==> src/rtl/pipe_fwd_pkg.sv <==
// Shared types and default sizes for the pipeline forwarding unit.
// History entries use maximum-width fields; users slice to DATA_W/ADDR_W.
package pipe_fwd_pkg;

  localparam int DATA_W_DEF     = 8;
  localparam int ADDR_W_DEF     = 5;
  localparam int DEPTH_DEF      = 2;
  localparam int NUM_RD_DEF     = 2;
  localparam int FWD_MAX_DATA_W = 32;
  localparam int FWD_MAX_ADDR_W = 8;

  typedef struct packed {
    logic                      valid;
    logic                      late;
    logic [FWD_MAX_ADDR_W-1:0] addr;
    logic [FWD_MAX_DATA_W-1:0] data;
  } fwd_entry_t;

  typedef enum logic {
    RUN     = 1'b0,
    STALLED = 1'b1
  } fwd_state_e;

endpackage

==> src/rtl/fwd_port_sel.sv <==
// Per-read-port operand select: youngest matching producer wins, else RF data.
// Combinational; flags an EX hazard (late producer, or any EX match without PIPE_FWD_EX_BYPASS_EN).
module fwd_port_sel #(
  parameter int DATA_W = 8,
  parameter int ADDR_W = 5,
  parameter int DEPTH  = 2
) (
  input  logic                    i_rd_en,
  input  logic [ADDR_W-1:0]       i_rd_addr,
  input  logic [DATA_W-1:0]       i_rf_data,
  input  logic                    i_ex_live,
  input  logic                    i_ex_late,
  input  logic [ADDR_W-1:0]       i_ex_addr,
  input  logic [DATA_W-1:0]       i_ex_data,
  input  logic [DEPTH-1:0]        i_hist_vld,
  input  logic [DEPTH*ADDR_W-1:0] i_hist_addr,
  input  logic [DEPTH*DATA_W-1:0] i_hist_data,
  output logic [DATA_W-1:0]       o_fwd_data,
  output logic                    o_hazard
);

  logic w_ex_match;

  assign w_ex_match = i_ex_live && (i_ex_addr == i_rd_addr);

  // Walk oldest to youngest so the youngest match overwrites older ones.
  always_comb begin
    o_fwd_data = i_rf_data;
    for (int k = DEPTH - 1; k >= 0; k--) begin
      if (i_hist_vld[k] && (i_hist_addr[k*ADDR_W +: ADDR_W] == i_rd_addr)) begin
        o_fwd_data = i_hist_data[k*DATA_W +: DATA_W];
      end
    end
`ifdef PIPE_FWD_EX_BYPASS_EN
    if (w_ex_match && !i_ex_late) begin
      o_fwd_data = i_ex_data;
    end
`endif
  end

`ifdef PIPE_FWD_EX_BYPASS_EN
  assign o_hazard = i_rd_en && w_ex_match && i_ex_late;
`else
  logic w_unused_ex;
  assign w_unused_ex = ^{i_ex_late, i_ex_data};
  assign o_hazard    = i_rd_en && w_ex_match;
`endif

endmodule

==> src/rtl/pipe_fwd_unit.sv <==
// Operand forwarding with one-cycle load-use stall; EX bypass under PIPE_FWD_EX_BYPASS_EN.
// Forwarding is combinational; hold freezes history, FSM and stall counter.
module pipe_fwd_unit
  import pipe_fwd_pkg::*;
#(
  parameter int DATA_W = DATA_W_DEF,
  parameter int ADDR_W = ADDR_W_DEF,
  parameter int DEPTH  = DEPTH_DEF,
  parameter int NUM_RD = NUM_RD_DEF
) (
  input  logic                     clk,
  input  logic                     rst,
  input  logic                     ex_wr_en,
  input  logic [ADDR_W-1:0]        ex_wr_addr,
  input  logic [DATA_W-1:0]        ex_result,
  input  logic                     ex_late,
  input  logic [DATA_W-1:0]        wb_late_data,
  input  logic                     flush,
  input  logic                     hold,
  input  logic [NUM_RD-1:0]        rd_en,
  input  logic [NUM_RD*ADDR_W-1:0] rd_addr,
  input  logic [NUM_RD*DATA_W-1:0] rd_rf_data,
  output logic [NUM_RD*DATA_W-1:0] rd_fwd_data,
  output logic                     stall,
  output logic                     rf_wr_en,
  output logic [ADDR_W-1:0]        rf_wr_addr,
  output logic [DATA_W-1:0]        rf_wr_data,
  output logic [15:0]              stall_cnt
);

  fwd_state_e              r_state;
  fwd_state_e              w_state_nxt;
  logic                    w_bubble;
  fwd_entry_t              r_hist [DEPTH];
  logic [DATA_W-1:0]       w_res_data [DEPTH];
  logic [DEPTH-1:0]        w_hist_vld;
  logic [DEPTH*ADDR_W-1:0] w_hist_addr;
  logic [DEPTH*DATA_W-1:0] w_hist_data;
  logic [NUM_RD-1:0]       w_hazard;
  logic                    w_stall;
  logic                    w_ex_live;
  logic                    w_unused_hi;
  logic [15:0]             r_stall_cnt;

  assign w_ex_live = ex_wr_en & ~flush;
  assign w_stall   = |w_hazard;

  always_ff @(posedge clk) begin
    if (rst) r_state <= RUN;
    else     r_state <= w_state_nxt;
  end

  // The EX slot seen while STALLED is the inserted bubble and never enters history.
  always_comb begin
    w_state_nxt = r_state;
    w_bubble    = 1'b0;
    case (r_state)
      RUN: begin
        if (w_stall && !hold) w_state_nxt = STALLED;
      end
      STALLED: begin
        w_bubble = 1'b1;
        if (!hold) w_state_nxt = RUN;
      end
      default: w_state_nxt = RUN;
    endcase
  end

  always_comb begin
    w_unused_hi = 1'b0;
    for (int k = 0; k < DEPTH; k++) begin
      w_res_data[k] = r_hist[k].late ? wb_late_data : r_hist[k].data[DATA_W-1:0];
      w_hist_vld[k] = r_hist[k].valid;
      w_hist_addr[k*ADDR_W +: ADDR_W] = r_hist[k].addr[ADDR_W-1:0];
      w_hist_data[k*DATA_W +: DATA_W] = w_res_data[k];
      w_unused_hi = w_unused_hi ^ (^(r_hist[k].data >> DATA_W)) ^ (^(r_hist[k].addr >> ADDR_W));
    end
  end

  always_ff @(posedge clk) begin
    if (rst) begin
      for (int k = 0; k < DEPTH; k++) r_hist[k] <= '0;
    end else if (!hold) begin
      r_hist[0].valid <= w_ex_live & ~w_bubble;
      r_hist[0].late  <= ex_late;
      r_hist[0].addr  <= FWD_MAX_ADDR_W'(ex_wr_addr);
      r_hist[0].data  <= FWD_MAX_DATA_W'(ex_result);
      // Late data is captured from wb_late_data as it leaves entry 0.
      for (int k = 1; k < DEPTH; k++) begin
        r_hist[k].valid <= r_hist[k-1].valid;
        r_hist[k].late  <= 1'b0;
        r_hist[k].addr  <= r_hist[k-1].addr;
        r_hist[k].data  <= FWD_MAX_DATA_W'(w_res_data[k-1]);
      end
    end
  end

  always_ff @(posedge clk) begin
    if (rst) begin
      r_stall_cnt <= '0;
    end else if (!hold && w_stall && (r_stall_cnt != 16'hFFFF)) begin
      r_stall_cnt <= r_stall_cnt + 16'd1;
    end
  end

  for (genvar p = 0; p < NUM_RD; p++) begin : g_port
    fwd_port_sel #(
      .DATA_W (DATA_W),
      .ADDR_W (ADDR_W),
      .DEPTH  (DEPTH)
    ) u_sel (
      .i_rd_en     (rd_en[p]),
      .i_rd_addr   (rd_addr[p*ADDR_W +: ADDR_W]),
      .i_rf_data   (rd_rf_data[p*DATA_W +: DATA_W]),
      .i_ex_live   (w_ex_live),
      .i_ex_late   (ex_late),
      .i_ex_addr   (ex_wr_addr),
      .i_ex_data   (ex_result),
      .i_hist_vld  (w_hist_vld),
      .i_hist_addr (w_hist_addr),
      .i_hist_data (w_hist_data),
      .o_fwd_data  (rd_fwd_data[p*DATA_W +: DATA_W]),
      .o_hazard    (w_hazard[p])
    );
  end

  assign stall      = w_stall;
  assign stall_cnt  = r_stall_cnt;
  assign rf_wr_en   = r_hist[0].valid & ~hold;
  assign rf_wr_addr = r_hist[0].addr[ADDR_W-1:0];
  assign rf_wr_data = w_res_data[0];

  // A late producer resolves after one bubble; a hazard here means the bubble was not inserted.
  a_no_hazard_when_stalled: assert property (
    @(posedge clk) disable iff (rst) (r_state == STALLED) |-> !w_stall
  );

endmodule

==> config.mk <==
export PLATFORM = sky130hd
export DESIGN_NAME = pipe_fwd_unit
export DESIGN_NICKNAME = d
export VERILOG_FILES = /design/src/rtl/pipe_fwd_pkg.sv /design/src/rtl/fwd_port_sel.sv /design/src/rtl/pipe_fwd_unit.sv
export SDC_FILE = /design/constraint.sdc
export NUM_CORES = 1
export LEC_CHECK = 0
export ABC_CLOCK_PERIOD_IN_PS = 2100
export CAP_MARGIN = 20
export CORE_MARGIN = 1.5
export CORE_UTILIZATION = 41
export CTS_CLUSTER_SIZE = 28
export DETAILED_ROUTE_END_ITERATION = 8
export HOLD_SLACK_MARGIN = 0.15
export PLACE_DENSITY = 0.78
export SYNTH_ARGS = -nofsm -noshare
export SYNTH_HDL_FRONTEND = slang
export SYNTH_SLANG_ARGS = --single-unit
==> constraint.sdc <==
create_clock -name clk -period 2.1 [get_ports clk]
set_clock_uncertainty 0.1 [all_clocks]
set_input_delay 0.21 -clock clk [delete_from_list [all_inputs] [get_ports clk]]
set_output_delay 0.21 -clock clk [all_outputs]
set_load 0.01 [all_outputs]
### Word level (Yosys, flattened, before mapping)

Memory sizes are Yosys's and may differ from the RTL's.
Index checks and enable logic that the tools add are counted.

| storage, ports and cells | value |
|---|---|
| bits of input ports | 55 |
| memories kept | 1 |
| word-level logic and storage cells | 61 |
| memory bits (writable) | 36 |
| flip-flop bits (word level) | 17 |
| output and inout port bits | 47 |

| cells by class | value |
|---|---|
| reductions and logical operators | 12 |
| bitwise logic cells | 15 |
| eq/ne operators | 7 |
| add/subtract/negate cells | 1 |
| muxes and demuxes | 23 |

Memories:

| memory | depth | bits a word | read ports | clocked after memory_dff | write ports | line | source |
|---|---|---|---|---|---|---|---|
| r_hist | 2 | 18 | 2 | 0 | 2 | pipe_fwd_unit.sv:34 | `fwd_entry_t r_hist [DEPTH];` |

Operators with widths:

| kind | number |
|---|---|
| two-way mux 8 bit | 10 |
| equality test 5 bit | 6 |
| adder 16 x 1 -> 16 bit (second input constant) | 1 |
| != test 16 bit (second input constant) | 1 |
| two-way mux 1 bit | 12 |
| logical AND 1 bit | 10 |
| bitwise OR 1 bit | 8 |
| inverter 1 bit | 4 |
| bitwise AND 1 bit | 3 |
| case mux 1 bit (2 select lines) | 1 |
| OR reduction 2 bit | 1 |
| zero test 1 bit | 1 |

### Depth between registers and ports, before layout

Gate-level depths: netlist of run 1.

| depth | value |
|---|---|
| depth in word-level cells | 8 |
| gate-level depth with buffers | 8 |
| mapped depth without buffers | 7 |

### Hierarchy

Synthesis of run 1 repeated with hierarchy kept, for this count alone.

| unflattened totals | value |
|---|---|
| cell total of the unflattened synthesis | 313 |
| area, all modules | 3,089.2 µm² |

By module, submodules not included:

| module | cells an instance | times used | area an instance (µm²) |
|---|---|---|---|
| pipe_fwd_unit | 181 | 1 | 2,118.3 |
| fwd_port_sel | 66 | 2 | 485.5 |

### Worst setup path before layout of run 1

OpenSTA, ideal clock, no wires.

| path | value |
|---|---|
| path type | register -> output |
| start | memory r_hist[1][10] (netlist name) |
| end | output rd_fwd_data[13] |
| arrival time | 1,814 ps |
| path buffers | 2 |
| data required time | 1,790 ps |
| stages on the path, launching flop included | 9 |
| slack | -24 ps |
| cell sequence | edfxtp_1 xor2_1 nor4_1 and3_1 clkbuf_1 clkbuf_1 nor2b_1 a211oi_1 a21oi_1 |

RTL lines:

| item | line | source |
|---|---|---|
| from (decl) | pipe_fwd_unit.sv:34 |  |
| to (decl) | pipe_fwd_unit.sv:23 | `output logic [NUM_RD*DATA_W-1:0] rd_fwd_data,` |

==> flow_summary.json, run 1 <==
{
  "status": "complete, but fails checks",
  "violations": "DRC, setup timing",
  "ys_ff_latch": 46,
  "min_path_type": "input pin to flip-flop",
  "yosys.cell_count.top_type": "edfxtp_1",
  "cap_violations": 0,
  "die_h_um": 85.2,
  "place_congestion": 0.856,
  "track_usage": 0.238,
  "powerDensity_nw_per_um2": 492,
  "drc_errors": 10,
  "cts_hold_buf": 0,
  "r2r-end": "stall_cnt[1]",
  "syn_inst": 291,
  "grt-ovfl-total": 0,
  "drv_slew": 0,
  "place_hpwl_um": 5630,
  "synth_warnings": 0,
  "worstSetupEndpointType": "output port",
  "pwr-share-clk": 0.301,
  "rsz0062_at_grt": "true",
  "cts_tree": "built",
  "async_flop_share": 0,
  "worstMarginPinSlew_ns": 0.316,
  "nNetsFinal": 491,
  "layout_setup_ws_ns": -0.489,
  "switching_share": 0.266,
  "min_from": "ex_wr_addr[2]",
  "synth_area_um2": 2770,
  "multiInputGateArea_um2": 1700,
  "diodes": 0,
  "rows": 29,
  "core_um2": 6420,
  "vias": 2819,
  "whs_ns": 0.214,
  "drt_first_pass_iters": 6,
  "holdPathEnd": "r_hist[0][10]",
  "fin_total_pwr_w": 0.00228,
  "synth_top_cell_by_area": "edfxtp_1",
  "postSynthAreaPerCell_um2": 9.51,
  "grt_pass1_wl_um": 13700,
  "cp.arrival_ns": 2.28,
  "synth_edf_count": 29,
  "timing.fmax_ghz": 0.386,
  "numCtsBuffers": 5,
  "dominantRegCellSynth": "edfxtp_1",
  "via_per_inst": 5.50,
  "grt_pass1_vias": 2835,
  "cts_max_path_buffers": 2,
  "drtIter0Drc": 177,
  "seq_area_um2": 1210,
  "ant_nets": 0,
  "ys_top_cells_by_area": "edfxtp_1, dfxtp_1, xor2_1, a21oi_1, and2_1",
  "final_area_um2": 4630,
  "n_fill_cell": 440,
  "required_ns": 1.79,
  "p_seq_frac": 0.460,
  "path_class": "flip-flop to output port",
  "path_clk_slew_ns": 0.09,
  "synthTopCellsByCount": "edfxtp_1, a21oi_1, xor2_1",
  "io_buffers": 101,
  "grt_max_degree": 30,
  "internal_power_w": 0.00167,
  "root_buffer": "clkbuf_8",
  "setup-violations-final": 16,
  "peakVddDrop_uv": 304,
  "wl_um": 9110,
  "fin_crit_sh": 1.23,
  "relSlewSlack": 0.787,
  "dieArea_um2": 7250,
  "synth_top_area_frac": 0.315,
  "layout-drive-gt1-share": 0.300,
  "reg2reg_depth": 7,
  "drt-wirelength-per-cell_um": 17.8,
  "worstSkewPairLatency_ns": 0.30,
  "crit_fanout": 8,
  "synth_nets": 347,
  "yosysUniqueCellTypes": 35,
  "cts.sinks": 46,
  "cellLeakagePower_nw": 1.87,
  "rr_startpoint": "stall_cnt[3]",
  "start_util": 0.431,
  "htreeDepth": 2,
  "syn_to_final_growth_pct": 67.3,
  "cp-start-kind": "flip-flop",
  "io_pins": 102,
  "finalHoldViolations": 0,
  "pwr-share-comb": 0.240,
  "place_area_um2": 4160,
  "reg2reg_slack_ns": 0.15,
  "antenna_found_initial": 0,
  "period_minus_slack_ns": 2.59,
  "min_path_cells": 2,
  "die_w_um": 85.2,
  "yosysSeqAreaShare": 0.438,
  "p_switching_w": 0.000607
}
## state kept, by name, summed over array words and instances, names as in the netlist
signal / cells
r_hist: 29
r_state: 1
stall_cnt: 16
## cell type report
| type | instances | area share |
|---|---|---|
| clock inverter | 3 | 0.00946 |
| timing repair buffer | 157 | 0.317 |
| multi-input combinational | 215 | 0.368 |
| tap | 77 | 0.0208 |
| sequential | 46 | 0.262 |
| clock buffer | 5 | 0.0149 |
| inverter | 10 | 0.00811 |
## power by group through the flow
stage          logic, W  clock network, W  registers [W]
6_report       0.000546          0.000686        0.00105
5_1_grt        0.000580          0.000727        0.00105
4_1_cts        0.000487          0.000684        0.00104
3_5_place_dp   0.000483                 0        0.00105
3_3_place_gp   0.000473                 0        0.00105
2_1_floorplan  0.000197                 0        0.00105
## metrics by stage
| stage | instances | TNS (ns) | worst slack, ns | util |
|---|---|---|---|---|
| final | 513 | -5.96 | -0.489 | 0.721 |
| after global routing | 513 | -7.34 | -0.566 | 0.721 |
| after CTS | 511 | -5.37 | -0.406 | 0.694 |
| after detailed placement | 491 | -19.16 | -0.716 | 0.647 |
| after global placement | 491 | -16.65 | -0.593 | 0.647 |
| after floorplan | 291 | 0 | 0.0153 | - |
## worst max path at each step
stage,from,endpoint,slack (ns),cells after the start
floorplan,stall_cnt[3],stall_cnt[1],0.02,8
global placement,rd_addr[8],stall_cnt[9],-0.59,8
detailed placement,rd_addr[7],rd_fwd_data[10],-0.72,9
CTS,r_hist[1][9],rd_fwd_data[3],-0.41,10
global route,r_hist[1][9],rd_fwd_data[9],-0.57,8
finish,r_hist[1][9],rd_fwd_data[9],-0.49,8
## metal layers
metal	track usage	share of wire	wire [um]	vias to the layer above
met5	0	0	0	-
met1	0.287	0.39	3580	1373
met4	0.0700	0.018	164	0
met3	0.0409	0.063	571	14
met2	0.434	0.53	4790	110
li1	-	-	-	1322
## critical path, stage by stage (launching register included)
cell      delay [ns]
edfxtp_1        0.47
xor2_2          0.20
nor4_2          0.33
and3_4          0.28
buf_12          0.13
nor2b_1         0.05
a211oi_1        0.24
a21oi_1         0.11
buf_2           0.16
## logic make-up (layout without fill, tap and decap cells)
logic type,count (synthesis),count (layout),share of synthesized area
simple gates,111,111,0.230
fa+ha+maj,1,1,0.00452
compound gates,57,59,0.127
flops,46,46,0.438
mux,13,13,0.0484
xor+xnor,31,31,0.0981
buf+inv,32,175,0.0542
## cells in the final DEF, fill, tap and decap left out, types with 8 or more instances in the layout
master	count
a211oi_2	10
a21oi_1	23
and2_1	20
buf_12	8
buf_2	17
buf_4	42
clkdlybuf4s50_1	69
dfxtp_1	17
edfxtp_1	29
inv_1	10
nand3_1	8
nor2_1	22
nor2b_1	20
xor2_1	20
## timing repair
action                     4_1_cts  5_1_grt
setup endpoints to repair       35       40
setup buffers                    8        3
pin swaps                       30       14
cloned                           4        0
resized for setup              108       48
No activity file was read; power rests on OpenSTA's default activity.
==> run 2, diff against run 1 <==
--- a/config.mk
+++ b/config.mk
@@ -9,6 +9,7 @@
 export CAP_MARGIN = 20
 export CORE_MARGIN = 1.5
 export CORE_UTILIZATION = 41
+export CTS_BUF_LIST = sky130_fd_sc_hd__clkbuf_16
 export CTS_CLUSTER_SIZE = 28
 export DETAILED_ROUTE_END_ITERATION = 8
 export HOLD_SLACK_MARGIN = 0.15
==> flow_summary.json, run 2 (same netlist as run 1, synthesis figures left out) <==
{
  "dp_cells": 491,
  "pwr-share-comb": 0.209,
  "place_area_um2": 4160,
  "cp-start-kind": "flip-flop",
  "nNetsFinal": 488,
  "reg2reg_slack_ns": 0.15,
  "largest_reg_flops": 29,
  "rows": 29,
  "core_um2": 6420,
  "finalHoldViolations": 0,
  "path_class": "flip-flop to output port",
  "cts_max_path_buffers": 2,
  "grt-ovfl-total": 0,
  "grt_max_degree": 30,
  "die_w_um": 85.2,
  "syn_to_final_growth_pct": 66.2,
  "drv_slew": 0,
  "cts_tree": "built",
  "mostFrequentLayoutCell": "clkdlybuf4s50_1",
  "drt-wirelength-per-cell_um": 17.1,
  "antenna_found_initial": 0,
  "internal_power_w": 0.00186,
  "crit_fanout": 8,
  "cts.sinks": 46,
  "cp.arrival_ns": 2.19,
  "die_h_um": 85.2,
  "place_congestion": 0.856,
  "wl_um": 8720,
  "final_area_um2": 4600,
  "cts_hold_buf": 0,
  "min_path_type": "input pin to flip-flop",
  "grt_pass1_vias": 2807,
  "root_buffer": "clkbuf_16",
  "htreeDepth": 2,
  "drc_errors": 10,
  "diodes": 0,
  "io_buffers": 101,
  "start_util": 0.431,
  "layout_common_cells": "clkdlybuf4s50_1, buf_4, edfxtp_1, a21oi_1, nor2_1",
  "io_pins": 102,
  "p_switching_w": 0.000607,
  "drt_first_pass_iters": 6,
  "final_util": 0.716,
  "cellLeakagePower_nw": 1.86,
  "via_per_inst": 5.45,
  "worstSkewPairLatency_ns": 0.29,
  "track_usage": 0.237,
  "violations": "DRC, setup timing",
  "relSlewSlack": 0.773,
  "period_minus_slack_ns": 2.50,
  "worstSetupEndpointType": "output port",
  "layout_setup_ws_ns": -0.400,
  "worstMarginPinSlew_ns": 0.334,
  "path_clk_slew_ns": 0.06,
  "grt_pass1_wl_um": 13700,
  "drtIter0Drc": 105,
  "layout.cells.non_filler": 510,
  "numCtsBuffers": 5,
  "dieArea_um2": 7250,
  "powerDensity_nw_per_um2": 537,
  "place_hpwl_um": 5630,
  "pwr-share-clk": 0.369,
  "ant_nets": 0,
  "required_ns": 1.79,
  "switching_share": 0.246,
  "p_seq_frac": 0.423,
  "peakVddDrop_uv": 441,
  "setup-violations-final": 16,
  "largest-register": "r_hist",
  "post-place-ws_ns": -0.716,
  "status": "complete, but fails checks",
  "vias": 2780,
  "cap_violations": 0,
  "layout-drive-gt1-share": 0.305,
  "rsz0062_at_grt": "true",
  "fin_crit_sh": 1.19,
  "timing.fmax_ghz": 0.400
}
==> run 2: cell count changes in the layout (fill, tap and decap cells not counted), moves of 2 or more <==
cell,change
mux2i_4,-6
clkbuf_8,-5
xor2_2,+2
nor2b_1,-3
or4_4,+2
clkbuf_16,+5
or4_1,-2
mux2i_2,+6
nor2b_4,+2
dlymetal6s2s_1,-2
==> run 2: final cells by class <==
cell class              instances  area, um^2
clock buffers                   5         125
multi-input cells             215        1660
clock inverters                 3        43.8
fillers                       433        1820
flip-flops and latches         46        1210
well taps                      77        96.3
inverters                      10        37.5
repair buffers                154        1430
==> run 2: final timing paths <==
check | startpoint | to | cells after the start
worst min register to register | stall_cnt[14] | stall_cnt[14] | 2
worst max-delay path | r_hist[1][10] | rd_fwd_data[9] | 8
worst min-delay path | ex_wr_addr[2] | r_hist[0][10] | 2
worst max register to register | stall_cnt[3] | stall_cnt[1] | 7
==> run 2: critical path: stages (launching register included) <==
cell,delay [ns]
edfxtp_1,0.45
xor2_2,0.18
nor4_2,0.31
and3_4,0.27
buf_12,0.13
nor2b_1,0.04
a211oi_1,0.24
a21oi_1,0.11
buf_2,0.17
==> run 2: metrics by stage <==
step           hold slack [ns]  TNS [ns]  total power [W]
6_report                 0.197     -3.92          0.00247
3_3_place_gp             0.400    -16.65          0.00153
4_1_cts                  0.344     -4.44          0.00243
2_1_floorplan            0.257         0          0.00125
5_1_grt                  0.207     -5.82          0.00256
3_5_place_dp             0.416    -19.16          0.00154
==> run 2: metal layers <==
layer  part of all wire  vias up  global-route usage  routed length [um]
li1                   -     1313                   -                   -
met1               0.41     1344               0.284                3590
met2               0.51      108               0.437                4440
met3              0.061       15              0.0467                 536
met4              0.018        0              0.0566                 157
met5                  0        -                   0                   0
==> run 2: repair_timing <==
action                     4_1_cts  5_1_grt
gates resized for setup        104       47
gates cloned                     4        0
setup buffers                    7        2
pin swaps                       23       20
setup endpoints to repair       33       37
==> run 2: power by group through the flow <==
stage / combinational, W / sequential (W) / clock [W]
after floorplan: 0.000197 / 0.00105 / 0
after global placement: 0.000473 / 0.00105 / 0
after detailed placement: 0.000483 / 0.00105 / 0
after CTS: 0.000478 / 0.00104 / 0.000915
after global routing: 0.000550 / 0.00105 / 0.000959
final: 0.000515 / 0.00104 / 0.000910
==> run 3, diff against run 2 <==
--- a/config.mk
+++ b/config.mk
@@ -5,7 +5,6 @@
 export SDC_FILE = /design/constraint.sdc
 export NUM_CORES = 1
 export LEC_CHECK = 0
-export ABC_CLOCK_PERIOD_IN_PS = 2100
 export CAP_MARGIN = 20
 export CORE_MARGIN = 1.5
 export CORE_UTILIZATION = 41
@@ -14,6 +13,7 @@
 export DETAILED_ROUTE_END_ITERATION = 8
 export HOLD_SLACK_MARGIN = 0.15
 export PLACE_DENSITY = 0.78
+export SETUP_SLACK_MARGIN = 0.2
 export SYNTH_ARGS = -nofsm -noshare
 export SYNTH_HDL_FRONTEND = slang
 export SYNTH_SLANG_ARGS = --single-unit
==> flow_summary.json, run 3 (same netlist as run 1, synthesis figures left out) <==
{
  "status": "complete, but fails checks",
  "violations": "DRC, setup timing",
  "place_area_um2": 4070,
  "whs_ns": 0.188,
  "cts_tree": "built",
  "start_util": 0.431,
  "place_congestion": 0.849,
  "setup-violations-final": 16,
  "cts_hold_buf": 0,
  "vias": 2799,
  "reg2reg_depth": 7,
  "post-place-ws_ns": -0.596,
  "required_ns": 1.79,
  "min_path_cells": 2,
  "path_clk_slew_ns": 0.06,
  "rows": 29,
  "htreeDepth": 2,
  "numCtsBuffers": 5,
  "worstSkewPairLatency_ns": 0.28,
  "drt_first_pass_iters": 7,
  "grt_pass1_wl_um": 12900,
  "path_class": "flip-flop to output port",
  "final_area_um2": 4760,
  "layout.cells.non_filler": 511,
  "timing.fmax_ghz": 0.420,
  "crit_fanout": 8,
  "mostFrequentLayoutCell": "clkdlybuf4s50_1",
  "cp.arrival_ns": 2.07,
  "cp-start-kind": "flip-flop",
  "io_buffers": 101,
  "cts.sinks": 46,
  "cap_violations": 0,
  "cts_max_path_buffers": 2,
  "layout_setup_ws_ns": -0.278,
  "finalHoldViolations": 0,
  "drt-wirelength-per-cell_um": 17.4,
  "die_h_um": 85.2,
  "root_buffer": "clkbuf_16",
  "grt_pass1_vias": 2623,
  "core_um2": 6420,
  "place_hpwl_um": 5320,
  "cellLeakagePower_nw": 1.89,
  "worstSetupEndpointType": "output port",
  "io_pins": 102,
  "drtIter0Drc": 127,
  "via_per_inst": 5.48,
  "min_path_type": "input pin to flip-flop",
  "largest_reg_flops": 29,
  "period_minus_slack_ns": 2.38,
  "peakVddDrop_uv": 379,
  "nNetsFinal": 488,
  "die_w_um": 85.2,
  "powerDensity_nw_per_um2": 510,
  "rsz0062_at_grt": "true",
  "grt-ovfl-total": 0,
  "relSlewSlack": 0.550,
  "largest-register": "r_hist",
  "antenna_found_initial": 1,
  "syn_to_final_growth_pct": 72.2,
  "fin_crit_sh": 1.13,
  "drv_slew": 0,
  "track_usage": 0.223,
  "wl_um": 8900,
  "dp_cells": 477,
  "final_util": 0.742,
  "ant_nets": 0,
  "grt_max_degree": 30,
  "dieArea_um2": 7250,
  "worstMarginPinSlew_ns": 0.675,
  "drc_errors": 12,
  "layout_common_cells": "clkdlybuf4s50_1, buf_4, edfxtp_1, a21oi_1, nor2_1",
  "layout-drive-gt1-share": 0.337
}
==> run 3: final timing paths <==
path,from,end,slack [ns]
max reg2reg,stall_cnt[3],stall_cnt[1],0.21
min reg2reg,stall_cnt[6],stall_cnt[6],0.40
min,ex_wr_addr[2],r_hist[0][10],0.19
max,r_hist[1][10],rd_fwd_data[3],-0.28
==> run 3: final cells by class <==
type                            count  area [um^2]
Sequential cell                    46         1230
Antenna cell                        1         2.50
Inverter                           10         37.5
Clock inverter                      2         7.51
Clock buffer                        6          150
Tap cell                           77         96.3
Timing Repair Buffer              155         1470
Multi-Input combinational cell    214         1770
Fill cell                         429         1660
==> run 3: report_power, final <==
part | switching, W | total (W) | internal [W]
Combinational | 0.000244 | 0.000560 | 0.000316
Sequential | 0.0000401 | 0.00104 | 0.00100
Clock | 0.000321 | 0.000826 | 0.000505
==> run 3: per-stage QoR <==
step	total power [W]	setup TNS, ns
floorplan	0.00125	0
CTS	0.00238	-3.45
finish	0.00243	-3.76
global placement	0.00151	-14.84
detailed placement	0.00152	-16.00
global route	0.00252	-5.50
==> run 3: critical path, cell delays in order, from the launching register on <==
cell and delay (ns):
edfxtp_1 0.43, xor2_1 0.17, nor4_1 0.30, and3_2 0.27, buf_12 0.14, nor2b_1 0.06, a211oi_1 0.21, a21oi_1 0.06
buf_2 0.15
==> run 3: routing by layer <==
metal | track usage | vias to the layer above | wire (um)
li1 | - | 1320 | -
met2 | 0.390 | 121 | 4440
met3 | 0.0409 | 10 | 563
met1 | 0.281 | 1348 | 3790
met4 | 0.0671 | 0 | 118
met5 | 0 | - | 0
==> run 3: what timing repair did <==
item	4_1_cts	5_1_grt
pin swaps	38	23
gates resized for setup	145	43
cloned	3	0
setup endpoints to repair	40	35
buffers inserted	8	14
==> patch, RTL diff (config.mk and constraints of run 2) <==
Add a define of `PIPE_FWD_EX_BYPASS_EN`.
--- a/src/rtl/fwd_port_sel.sv
+++ b/src/rtl/fwd_port_sel.sv
@@ -1,5 +1,7 @@
 // Per-read-port operand select: youngest matching producer wins, else RF data.
 // Combinational; flags an EX hazard (late producer, or any EX match without PIPE_FWD_EX_BYPASS_EN).
+`define PIPE_FWD_EX_BYPASS_EN
+
 module fwd_port_sel #(
   parameter int DATA_W = 8,
   parameter int ADDR_W = 5,
Formal check against the unedited RTL: not equivalent (Yosys sat finds a counterexample within 4 cycles, from zero or initial values and one cycle with rst high).
==> patch against run 2 <==
The run ends with negative setup slack left; count of clock-buffer cells in the layout unchanged; worst hold slack improved by 0.15 ns; sequential cell count is the same; routed wire length rose by 16%; worst setup slack gained 0.013 ns; design area rose by 4.5%; sequential power is essentially flat; area after synthesis is 7.6% higher; power down 3.4%; synthesized cell count is 7.9% higher; critical path type unchanged.
==> patch: results (changes against run 2) <==
- Setup slack at placement: -0.846 ns (-0.129 ns)
- Input/output buffers: 101 (unchanged)
- Detail Placement HPWL: 6930 um (+23%)
- Failing checks: negative setup slack
- # diodes: 0 (unchanged)
- Hold Path Class: primary input to register
- Status: finished, violations left
- Gr usage total: 0.252 (+0.0150)
- Ratio of cells with drive above 1 in the final layout: 0.283 (-0.0216)
- Unique masters post-synth: 45 (+29%)
- Synth area leaders: edfxtp_1, dfxtp_1, mux2i_1
- CTS clk-pin slew, worst paths: 0.06 ns (about the same)
- Worst-path fanout max: 8 (unchanged)
- Post-CTS Hold Buffers: 0 (unchanged)
- Post-synth top cells: nor2_1, edfxtp_1, mux2i_1
- Hold-critical path depth: 3 (+1)
- Async SR Flop Fraction: 0 (unchanged)
- Static leakage: 1.88 nW (+1.3%)
- H-tree depth: 2 (unchanged)
- Largest net degree at the start of global routing: 31 (+3.3%)
- Number of flops mapped to enable cells by yosys: 29 (unchanged)
- Number of DRC markers in iteration 0: 197 (+88%)
- Worst slew pin tran: 0.780 ns (+0.446 ns)
- Synth warn: 0 (unchanged)
- Worst-case clock buffer depth: 2 (unchanged)
- DRT Pass-1 Iters: 7 (+1)
- Total Routed Length: 10200 um (+16%)
- Total CTS buffers: 5 (unchanged)
- Global-route wire length before repair: 15000 um (+9.6%)
- FILL cells: 515 (+19%)
- Mapped Nets: 370 (+6.6%)
- # setup viols final: 34 (+18)
- Fin nets: 521 (+6.8%)
- Post-synthesis sequential area ratio: 0.407 (-0.0309)
- Final Wtd Congestion: 0.925 (+8.1%)
- Setup WS post-layout: -0.387 ns (+0.0132 ns)
- Vias: 3122 (+12%)
- Initial antenna violation count: 0 (unchanged)
- Worst R2R Path Depth: 5 (-2)
- Setup TNS: -7.81 ns (-3.89 ns)
- Peak supply drop: 320 uV (-27%)
- Arr. time, crit path: 2.18 ns
==> patch: changes by cell type in the layout (fill, tap and decap cells not counted), sizes merged, moves of 8 or more <==
cell,change
and2,-8
nor2,+11
mux2i,+15
a211oi,-16
buf,+8
a21oi,-14
==> patch: cells by family after synthesis <==
| family | after synthesis | synth area share |
|---|---|---|
| adders and majority gates | 1 | 0.00420 |
| and+or+nand+nor | 125 | 0.233 |
| xor gates and xnor gates | 30 | 0.0882 |
| muxes | 33 | 0.114 |
| buffers and inverters | 35 | 0.0538 |
| AOI/OAI and AO/OA | 44 | 0.0996 |
| DFF | 46 | 0.407 |
==> patch: per-layer routing <==
metal	vias up	GRT usage	wire [um]
met3	22	0.0588	869
met2	162	0.436	4870
met1	1506	0.314	4230
li1	1432	-	-
met4	0	0.0781	181
met5	-	0	0
==> patch: layout make-up <==
| type | count | share of cell area |
|---|---|---|
| inverter | 16 | 0.0125 |
| sequential | 46 | 0.252 |
| clock buffer | 5 | 0.0260 |
| timing repair buffer | 163 | 0.300 |
| clock inverter | 3 | 0.00338 |
| tap | 96 | 0.0250 |
| multi-input combinational | 233 | 0.381 |
==> patch: through the flow <==
stage	instance area (um^2)	cells	hold WS, ns	power (mW)
after detailed placement	4410	540	0.388	1.57
after global routing	4810	562	0.380	2.48
final	4810	562	0.345	2.38
after CTS	4610	552	0.396	2.33
after floorplan	2980	314	0.308	1.26
after global placement	4410	540	0.380	1.56
==> patch: power breakdown <==
group / internal [mW] / switching [mW] / total (mW) / leakage (nW)
logic: 0.305 / 0.258 / 0.563 / 1.36
registers: 1.01 / 0.0323 / 1.04 / 0.453
clock network: 0.436 / 0.343 / 0.780 / 0.0715
total: 1.75 / 0.634 / 2.38 / 1.88
==> patch: worst paths after layout <==
| check | slack (ns) | start | to |
|---|---|---|---|
| setup / recovery | -0.39 | r_hist[1][11] | rd_fwd_data[15] |
| hold / removal | 0.35 | ex_wr_addr[4] | r_hist[0][12] |
| setup reg to reg | 0.12 | stall_cnt[13] | stall_cnt[13] |
| hold reg to reg | 0.40 | r_state | r_state |
==> patch: worst max-delay path, stage by stage, from the launching register on <==
cell	delay (ns)
edfxtp_1	0.41
buf_4	0.16
xor2_1	0.18
nor4_2	0.16
and3_1	0.25
buf_12	0.15
mux2i_1	0.08
a222oi_1	0.30
buf_2	0.21
==> patch: repair_timing <==
item,in CTS,in global routing
gates resized for setup,94,24
setup endpoints to repair,33,40
hold endpoints to repair,0,0
pin swaps,15,14
setup buffers,4,10
